===== src/rtl/arm9_ram_arbiter_if.sv =====
// Bus bundle between the two RAM masters (CPU data port, DMA/debug loader), the arbiter
// and the single-port data RAM.
interface arm9_ram_arbiter_if #(
  parameter int unsigned AW = 13
);
  logic        cpu_cen;
  logic        cpu_wen;
  logic [3:0]  cpu_flag;
  logic [31:0] cpu_addr;
  logic [31:0] cpu_wdata;
  logic [31:0] cpu_rdata;
  logic        cpu_hold;

  logic        dma_req;
  logic        dma_wen;
  logic [3:0]  dma_flag;
  logic [31:0] dma_addr;
  logic [31:0] dma_wdata;
  logic        dma_gnt;
  logic        dma_rvalid;
  logic [31:0] dma_rdata;

  logic          mem_cen;
  logic          mem_wen;
  logic [3:0]    mem_be;
  logic [AW-1:0] mem_addr;
  logic [31:0]   mem_wdata;
  logic [31:0]   mem_rdata;

  // Environment side: both requesters plus the RAM read port.
  modport master (
    output cpu_cen, cpu_wen, cpu_flag, cpu_addr, cpu_wdata,
    output dma_req, dma_wen, dma_flag, dma_addr, dma_wdata,
    output mem_rdata,
    input  cpu_rdata, cpu_hold, dma_gnt, dma_rvalid, dma_rdata,
    input  mem_cen, mem_wen, mem_be, mem_addr, mem_wdata
  );

  // Arbiter side.
  modport slave (
    input  cpu_cen, cpu_wen, cpu_flag, cpu_addr, cpu_wdata,
    input  dma_req, dma_wen, dma_flag, dma_addr, dma_wdata,
    input  mem_rdata,
    output cpu_rdata, cpu_hold, dma_gnt, dma_rvalid, dma_rdata,
    output mem_cen, mem_wen, mem_be, mem_addr, mem_wdata
  );
endinterface


===== src/rtl/arm9_ram_arbiter.sv =====
// Fixed-priority CPU / DMA arbiter for the single-port data RAM, with a starvation counter
// that inserts a one-cycle CPU hold so the DMA master always makes progress.
module arm9_ram_arbiter #(
  parameter int unsigned AW         = 13,
  parameter int unsigned STARVE_MAX = 16
) (
  input logic              clk,
  input logic              rst,
  arm9_ram_arbiter_if.slave bus
);
  typedef enum logic {StRun = 1'b0, StHold = 1'b1} state_t;

  localparam logic [7:0] CntLast = 8'(STARVE_MAX - 1);

  state_t      state_q, state_d;
  logic [7:0]  starve_cnt, starve_cnt_d;
  logic        cpu_rd_d;
  logic        dma_rvalid;
  logic [31:0] cpu_rdata_q;

  logic cpu_sel, cpu_win, dma_gnt, cpu_hold, starving;

  assign cpu_hold = (state_q == StHold);
  assign cpu_sel  = bus.cpu_cen & (bus.cpu_addr[31:28] == 4'h4);
  // Grants are gated by rst so every combinational output is quiet during reset.
  assign cpu_win  = cpu_sel & ~cpu_hold & ~rst;
  assign dma_gnt  = bus.dma_req & ~cpu_win & ~rst;
  assign starving = bus.dma_req & ~dma_gnt;

  always_comb begin
    state_d      = state_q;
    starve_cnt_d = 8'd0;
    case (state_q)
      StRun: begin
        if (starving) begin
          if (starve_cnt == CntLast) begin
            state_d = StHold;
          end else begin
            starve_cnt_d = starve_cnt + 8'd1;
          end
        end
      end
      StHold:  state_d = StRun;
      default: state_d = StRun;
    endcase
  end

  always_ff @(posedge clk or posedge rst) begin
    if (rst) begin
      state_q     <= StRun;
      starve_cnt  <= 8'd0;
      cpu_rd_d    <= 1'b0;
      dma_rvalid  <= 1'b0;
      cpu_rdata_q <= 32'd0;
    end else begin
      state_q    <= state_d;
      starve_cnt <= starve_cnt_d;
      cpu_rd_d   <= cpu_win & ~bus.cpu_wen;
      dma_rvalid <= dma_gnt & ~bus.dma_wen;
      if (cpu_rd_d) begin
        cpu_rdata_q <= bus.mem_rdata;
      end
    end
  end

  always_comb begin
    bus.mem_cen   = 1'b0;
    bus.mem_wen   = 1'b0;
    bus.mem_be    = 4'h0;
    bus.mem_addr  = '0;
    bus.mem_wdata = 32'd0;
    if (cpu_win) begin
      bus.mem_cen   = 1'b1;
      bus.mem_wen   = bus.cpu_wen;
      bus.mem_be    = bus.cpu_wen ? bus.cpu_flag : 4'hF;
      bus.mem_addr  = bus.cpu_addr[AW+1:2];
      bus.mem_wdata = bus.cpu_wdata;
    end else if (dma_gnt) begin
      bus.mem_cen   = 1'b1;
      bus.mem_wen   = bus.dma_wen;
      bus.mem_be    = bus.dma_wen ? bus.dma_flag : 4'hF;
      bus.mem_addr  = bus.dma_addr[AW+1:2];
      bus.mem_wdata = bus.dma_wdata;
    end
  end

  // Read data stays stable across hold and non-RAM cycles.
  assign bus.cpu_rdata  = cpu_rd_d ? bus.mem_rdata : cpu_rdata_q;
  assign bus.dma_rdata  = dma_rvalid ? bus.mem_rdata : 32'd0;
  assign bus.dma_rvalid = dma_rvalid;
  assign bus.dma_gnt    = dma_gnt;
  assign bus.cpu_hold   = cpu_hold;

  logic unused_addr_bits;
  assign unused_addr_bits = ^{bus.cpu_addr[27:AW+2], bus.cpu_addr[1:0],
                              bus.dma_addr[31:AW+2], bus.dma_addr[1:0]};
endmodule

===== src/flat_wrapper.sv =====
// flat-port wrapper written by rule: the top's interface ports become plain ports
module arm9_ram_arbiter_flat 
#(
  parameter int unsigned AW         = 13,
  parameter int unsigned STARVE_MAX = 16
)
  (clk, rst, bus_cpu_cen, bus_cpu_wen, bus_cpu_flag, bus_cpu_addr, bus_cpu_wdata, bus_dma_req, bus_dma_wen, bus_dma_flag, bus_dma_addr, bus_dma_wdata, bus_mem_rdata, bus_cpu_rdata, bus_cpu_hold, bus_dma_gnt, bus_dma_rvalid, bus_dma_rdata, bus_mem_cen, bus_mem_wen, bus_mem_be, bus_mem_addr, bus_mem_wdata);
  arm9_ram_arbiter_if #(.AW(AW)) bus_i ();
  input logic clk;
  input logic rst;
  input wire logic [$bits(bus_i.cpu_cen)-1:0] bus_cpu_cen;
  input wire logic [$bits(bus_i.cpu_wen)-1:0] bus_cpu_wen;
  input wire logic [$bits(bus_i.cpu_flag)-1:0] bus_cpu_flag;
  input wire logic [$bits(bus_i.cpu_addr)-1:0] bus_cpu_addr;
  input wire logic [$bits(bus_i.cpu_wdata)-1:0] bus_cpu_wdata;
  input wire logic [$bits(bus_i.dma_req)-1:0] bus_dma_req;
  input wire logic [$bits(bus_i.dma_wen)-1:0] bus_dma_wen;
  input wire logic [$bits(bus_i.dma_flag)-1:0] bus_dma_flag;
  input wire logic [$bits(bus_i.dma_addr)-1:0] bus_dma_addr;
  input wire logic [$bits(bus_i.dma_wdata)-1:0] bus_dma_wdata;
  input wire logic [$bits(bus_i.mem_rdata)-1:0] bus_mem_rdata;
  output wire logic [$bits(bus_i.cpu_rdata)-1:0] bus_cpu_rdata;
  output wire logic [$bits(bus_i.cpu_hold)-1:0] bus_cpu_hold;
  output wire logic [$bits(bus_i.dma_gnt)-1:0] bus_dma_gnt;
  output wire logic [$bits(bus_i.dma_rvalid)-1:0] bus_dma_rvalid;
  output wire logic [$bits(bus_i.dma_rdata)-1:0] bus_dma_rdata;
  output wire logic [$bits(bus_i.mem_cen)-1:0] bus_mem_cen;
  output wire logic [$bits(bus_i.mem_wen)-1:0] bus_mem_wen;
  output wire logic [$bits(bus_i.mem_be)-1:0] bus_mem_be;
  output wire logic [$bits(bus_i.mem_addr)-1:0] bus_mem_addr;
  output wire logic [$bits(bus_i.mem_wdata)-1:0] bus_mem_wdata;
  assign bus_i.cpu_cen = bus_cpu_cen;
  assign bus_i.cpu_wen = bus_cpu_wen;
  assign bus_i.cpu_flag = bus_cpu_flag;
  assign bus_i.cpu_addr = bus_cpu_addr;
  assign bus_i.cpu_wdata = bus_cpu_wdata;
  assign bus_i.dma_req = bus_dma_req;
  assign bus_i.dma_wen = bus_dma_wen;
  assign bus_i.dma_flag = bus_dma_flag;
  assign bus_i.dma_addr = bus_dma_addr;
  assign bus_i.dma_wdata = bus_dma_wdata;
  assign bus_i.mem_rdata = bus_mem_rdata;
  assign bus_cpu_rdata = bus_i.cpu_rdata;
  assign bus_cpu_hold = bus_i.cpu_hold;
  assign bus_dma_gnt = bus_i.dma_gnt;
  assign bus_dma_rvalid = bus_i.dma_rvalid;
  assign bus_dma_rdata = bus_i.dma_rdata;
  assign bus_mem_cen = bus_i.mem_cen;
  assign bus_mem_wen = bus_i.mem_wen;
  assign bus_mem_be = bus_i.mem_be;
  assign bus_mem_addr = bus_i.mem_addr;
  assign bus_mem_wdata = bus_i.mem_wdata;
  arm9_ram_arbiter #(.AW(AW), .STARVE_MAX(STARVE_MAX)) u_core (.clk(clk), .rst(rst), .bus(bus_i));
endmodule

===== config.mk =====
export PLATFORM = sky130hd
export DESIGN_NAME = arm9_ram_arbiter_flat
export DESIGN_NICKNAME = d
export VERILOG_FILES = /design/src/rtl/arm9_ram_arbiter_if.sv /design/src/rtl/arm9_ram_arbiter.sv /design/src/flat_wrapper.sv
export SDC_FILE = /design/constraint.sdc
export NUM_CORES = 1
export LEC_CHECK = 0
export BUFFER_PORTS_ARGS = -buffer_cell sky130_fd_sc_hd__buf_4
export CAP_MARGIN = 5
export CORE_AREA = 10 10 105 107
export DETAILED_ROUTE_END_ITERATION = 16
export DIE_AREA = 0 0 115 117
export PLACE_DENSITY = 0.72
export SLEW_MARGIN = 20
export SYNTH_ARGS = -nofsm -noshare
export SYNTH_HDL_FRONTEND = slang
export SYNTH_SLANG_ARGS = --single-unit

===== constraint.sdc =====
create_clock -name clk -period 3.7 [get_ports clk]
set_clock_uncertainty 0.15 [all_clocks]
set_input_delay 0.185 -clock clk [delete_from_list [all_inputs] [get_ports clk]]
set_output_delay 0.185 -clock clk [all_outputs]
set_load 0.005 [all_outputs]

* After elaboration in Yosys (flattened, before gate mapping)
Cells that the tools add are included.
Word-level totals: register bits after elaboration 43
Operators by class: bitwise operators 14, mux-type cells 20, equal/unequal tests 2, add/sub/neg operators 1
Operator list (count):
- $mux 32 | 4
- $mux 13 | 2
- $mux 8 | 3
- $mux 4 | 4
- $add 8x1->8 const B | 1
- $and 1x1->1 | 8
- $eq 8x4->1 const B | 1
- $mux 1 | 6
- $not 1->1 | 6
- $eq 4x3->1 const B | 1
- $pmux 1 s2 | 1

* Depth between registers and ports, before layout
depth in word-level cells 11, gate-level depth with buffers 5, gate-level depth less buffers 4

* Least setup slack after synthesis
OpenSTA, ideal clock, no wires.
kind flip-flop to output port, from register u_core.state_q, in the netlist u_core.bus.cpu_hold, to output port bus_mem_wdata[27], slack 2.121 ns, data arrival time 1.244 ns, stages on the path, launching flop included 6, data required time 3.365 ns, cell sequence dfrtp_1 -> and4bb_4 -> and2_1 -> buf_6 -> buf_6 -> a22o_1
On the way: longest elaborated chain between the ends 8
RTL lines:
- from (decl) | RTL line arm9_ram_arbiter.sv:15 | state_t state_q, state_d;
- from (signal assigned) | RTL line arm9_ram_arbiter.sv:50 | state_q <= StRun;
- from (signal assigned) | RTL line arm9_ram_arbiter.sv:56 | state_q <= state_d;
- $not 1->1 (*) | RTL line arm9_ram_arbiter.sv:26 | assign cpu_win = cpu_sel & ~cpu_hold & ~rst;
- $and 1x1->1 (*) (2 in series) | RTL line arm9_ram_arbiter.sv:26
- $not 1->1 | RTL line arm9_ram_arbiter.sv:27 | assign dma_gnt = bus.dma_req & ~cpu_win & ~rst;
- $and 1x1->1 (2 in series) | RTL line arm9_ram_arbiter.sv:27
- $mux 32 | RTL line arm9_ram_arbiter.sv:78 | end else if (dma_gnt) begin
- $mux 32 (*) | RTL line arm9_ram_arbiter.sv:72 | if (cpu_win) begin
- to (decl) | RTL line flat_wrapper.sv:31 | output wire logic [$bits(bus_i.mem_wdata)-1:0] bus_mem_wdata;
Mark *: on every way between the ends. The rest lies on a longest branch, timed or not.

* Final worst setup path
from input port rst, to output port bus_mem_addr[5]
On the way: longest elaborated chain between the ends 7
RTL lines:
- from (decl) | RTL line flat_wrapper.sv:10 | input logic rst;
- $not 1->1 (*) | RTL line arm9_ram_arbiter.sv:26, arm9_ram_arbiter.sv:27
- $and 1x1->1 | RTL line arm9_ram_arbiter.sv:26
- $not 1->1 | RTL line arm9_ram_arbiter.sv:27
- $and 1x1->1 (2 in series) | RTL line arm9_ram_arbiter.sv:27
- $mux 13 | RTL line arm9_ram_arbiter.sv:78
- $mux 13 (*) | RTL line arm9_ram_arbiter.sv:72
- to (decl) | RTL line flat_wrapper.sv:30 | output wire logic [$bits(bus_i.mem_addr)-1:0] bus_mem_addr;
Marked as above.

==> flow_summary_export.csv <==
group,metric,value,unit
run_status,outcome,"completed",
placement,portBuffers,257,
worst_hold_path,holdPathStages,2,
timing,fmax,346,MHz
timing,slew_violations,0,
yosys,synth.area.top_cells,"dfrtp_1 (42%), a22o_1 (17%), mux2_2 (13%)",
global_route,gr-usage-all-layers,15.4,%
flow_run,maxCapViolCount,0,
floorplanning,rows,35,
clocking,clockRootBuffer,"clkbuf_8",
drt,drcViolationCount,0,
pwr,p_per_area,271,nW/um^2
worst_hold_path,hold_class,"in2reg",
critical_path,required,3.37,ns
critical_path,critPathLaunchType,"primary input",
clocking,clockBufferDepth,2,
critical_path,critPathArrivalTime,2.55,ns
placement,place_inst,576,
yosys,synth.most_common_cell,"a22o_1",
clocking,hold_buffers,20,
cells_and_area,multi_input_area,1340,sq um
clocking,cts_buffers,5,
floorplanning,die_area,13500,sq um
drt,vias,2843,
cells_and_area,drive_gt1_share,62.2,%
yosys,yosysSeqAreaShare,42.1,%
cells_and_area,fin_cells,606,
timing,tightest_slew,0.925,ns
yosys,synth.area.mux_share,14.1,%
critical_path,regToRegSetupSlack,1.58,ns
drt,drt_iter0_markers,84,
cells_and_area,final_nets,669,
timing,finalSetupTns,0,ns
critical_path,reg2reg_depth,4,
timing,finalHoldViolations,0,
yosys,syn_inst,224,
clocking,cts_tree,"done",
pwr,cellLeakagePower,2.58,nW
yosys,syn_nets,399,
cells_and_area,utilization,53.8,%
global_route,grt_overflow_total,0,
yosys,synth.distinct_cells,31,
timing,setup_viol,0,
critical_path,path_max_fanout,51,
yosys,synth_xor_xnor_area_share,1.03,%
global_route,grt_antenna_before_repair,0,
yosys,synth-simple-area-share,16.3,%
clocking,path_clk_slew,0.08,ns
yosys,synth-adder-area-share,0.490,%
yosys,syn_area_per_cell,11.4,sq um
yosys,synth_top_family_by_area,"compound AO/OA/AOI/OAI gates",
clocking,postCtsSetupBuffers,0,
yosys,yosys_most_used_dff,"dfrtp_1",
floorplanning,die-width,115,um
cells_and_area,num_antenna_cells,0,
floorplanning,core_area,9020,sq um
clocking,cts_sinks,43,
timing,whs,0.0120,ns
yosys,synth_compound_area_share,20.0,%
yosys,synth_top_cells_by_count,"a22o_1 (49), dfrtp_1 (43), and2_1 (33)",
global_route,grt_pass1_vias,3082,
yosys,synth_top_area_cell,"dfrtp_1",
cells_and_area,area_delta_synth_final,89.9,%
timing,min_period_over_period,78.0,%
placement,gp_congestion,0.761,
timing,relSlewSlack,38.3,%
cells_and_area,regArea,1080,sq um
critical_path,cp-end-kind,"primary output",
timing,period_minus_slack,2.89,ns
global_route,grt_pass1_wl,16.8,mm
yosys,synth_top_area_share,42.1,%
pwr,vdd_ir_drop_max,0.165,mV
drt,wl_per_cell,18.9,um
yosys,synth_edf_count,0,
placement,hpwl,9.60,mm
yosys,yosysWarnings,0,
floorplanning,start_util,28.3,%
drt,viasPerCell,4.69,
floorplanning,ioPinCount,292,
clocking,h-tree-depth,2,
critical_path,critPathKind,"in2out",
cells_and_area,fillerInstances,789,
drt,dr.pass1.iters,4,
clocking,cts_resized,0,
yosys,ys_ff_latch,43,
yosys,synth_area,2550,sq um
yosys,synth-async-reset-ratio,100,%
drt,wirelength,11.5,mm
drt,ant_nets,0,
floorplanning,fp.dieH,117,um
clocking,worstSkewPairLatency,0.29,ns
global_route,grt_max_degree,52,
timing,rsz0062_at_grt,"no",
through the flow:
| step | area [sq um] | worst slack, ns | total power [mW] |
|---|---|---|---|
| 2_1_floorplan | 2550 | 2.12 | 0.665 |
| 3_3_place_gp | 4510 | 1.42 | 0.933 |
| 3_5_place_dp | 4510 | 1.39 | 0.943 |
| 4_1_cts | 4830 | 0.826 | 1.34 |
| 5_1_grt | 4850 | 0.686 | 1.40 |
| 6_report | 4850 | 0.812 | 1.32 |
cell usage in the layout (no fill, tap or decap), drive strengths merged:
cell	netlist	layout
xor2	1	1
a21oi	1	1
nand2	3	3
o21bai	1	1
and4bb	1	1
mux2	32	32
xnor2	2	2
dfrtp	43	43
nand4	1	1
bufinv	0	1
nor2	1	1
nor3b	1	1
clkinv	0	2
buf	15	260
inv	3	2
nand2b	10	10
or4	1	1
a22o	49	49
or3	3	3
dlygate4sd3	0	22
o31ai	1	1
and2	33	33
nor3	6	6
nor4	1	1
a211oi	3	3
o21ai	3	3
ha	1	1
nand3	4	4
clkbuf	4	6
layer usage:
metal	up-vias	GRT usage, %	routed length (um)
li1	1363	-	-
met3	12	8.77	1540
met2	161	28.1	5930
met5	-	0	0
met1	1307	14.3	3820
met4	0	4.62	195
critical path, stage by stage:
cell and delay [ns]:
dlygate4sd3_1 0.54, buf_4 0.15, nor3_2 0.39, and2_2 0.84, a22o_1 0.29, buf_4 0.13
where the power goes:
| group | leakage (nW) | switching (mW) | internal (mW) | total (mW) |
|---|---|---|---|---|
| clock | 0.0612 | 0.154 | 0.218 | 0.372 |
| combinational | 1.94 | 0.147 | 0.266 | 0.413 |
| sequential | 0.577 | 0.0156 | 0.516 | 0.532 |
| total | 2.58 | 0.316 | 1.00 | 1.32 |
cell families after synthesis:
logic type,count (synthesis)
DFF,43
muxes,32
xor gates and xnor gates,3
and+or+nand+nor,65
AOI/OAI and AO/OA,58
buffers and inverters,22
adders and majority gates,1
worst paths after layout:
path | from | end
max | rst | bus_mem_addr[5]
min | bus_mem_rdata[26] | u_core.cpu_rdata_q[26]$_DFF_PP0_
max reg2reg | u_core.bus.cpu_hold$_DFF_PP0_ | u_core.starve_cnt[3]$_DFF_PP0_
min reg2reg | u_core.cpu_rdata_q[5]$_DFF_PP0_ | u_core.cpu_rdata_q[5]$_DFF_PP0_
max in group asynchronous | rst | u_core.cpu_rdata_q[20]$_DFF_PP0_
min in group asynchronous | rst | u_core.starve_cnt[1]$_DFF_PP0_
registers in the layout, summed over array words and instances (netlist names):
name	count
u_core.cpu_rdata_q	32
u_core.starve_cnt	8
u_core.bus.cpu_hold	1
u_core.bus.dma_rvalid	1
u_core.cpu_rd_d	1
layout make-up:
type	instances	area share, %
Multi-Input combinational cell	159	27.5
Timing Repair Buffer	282	44.8
Sequential cell	43	22.2
Clock inverter	2	0.722
Tap cell	111	2.86
Clock buffer	6	1.70
Inverter	3	0.232
Note: power is estimated with default switching activity, not from simulation.
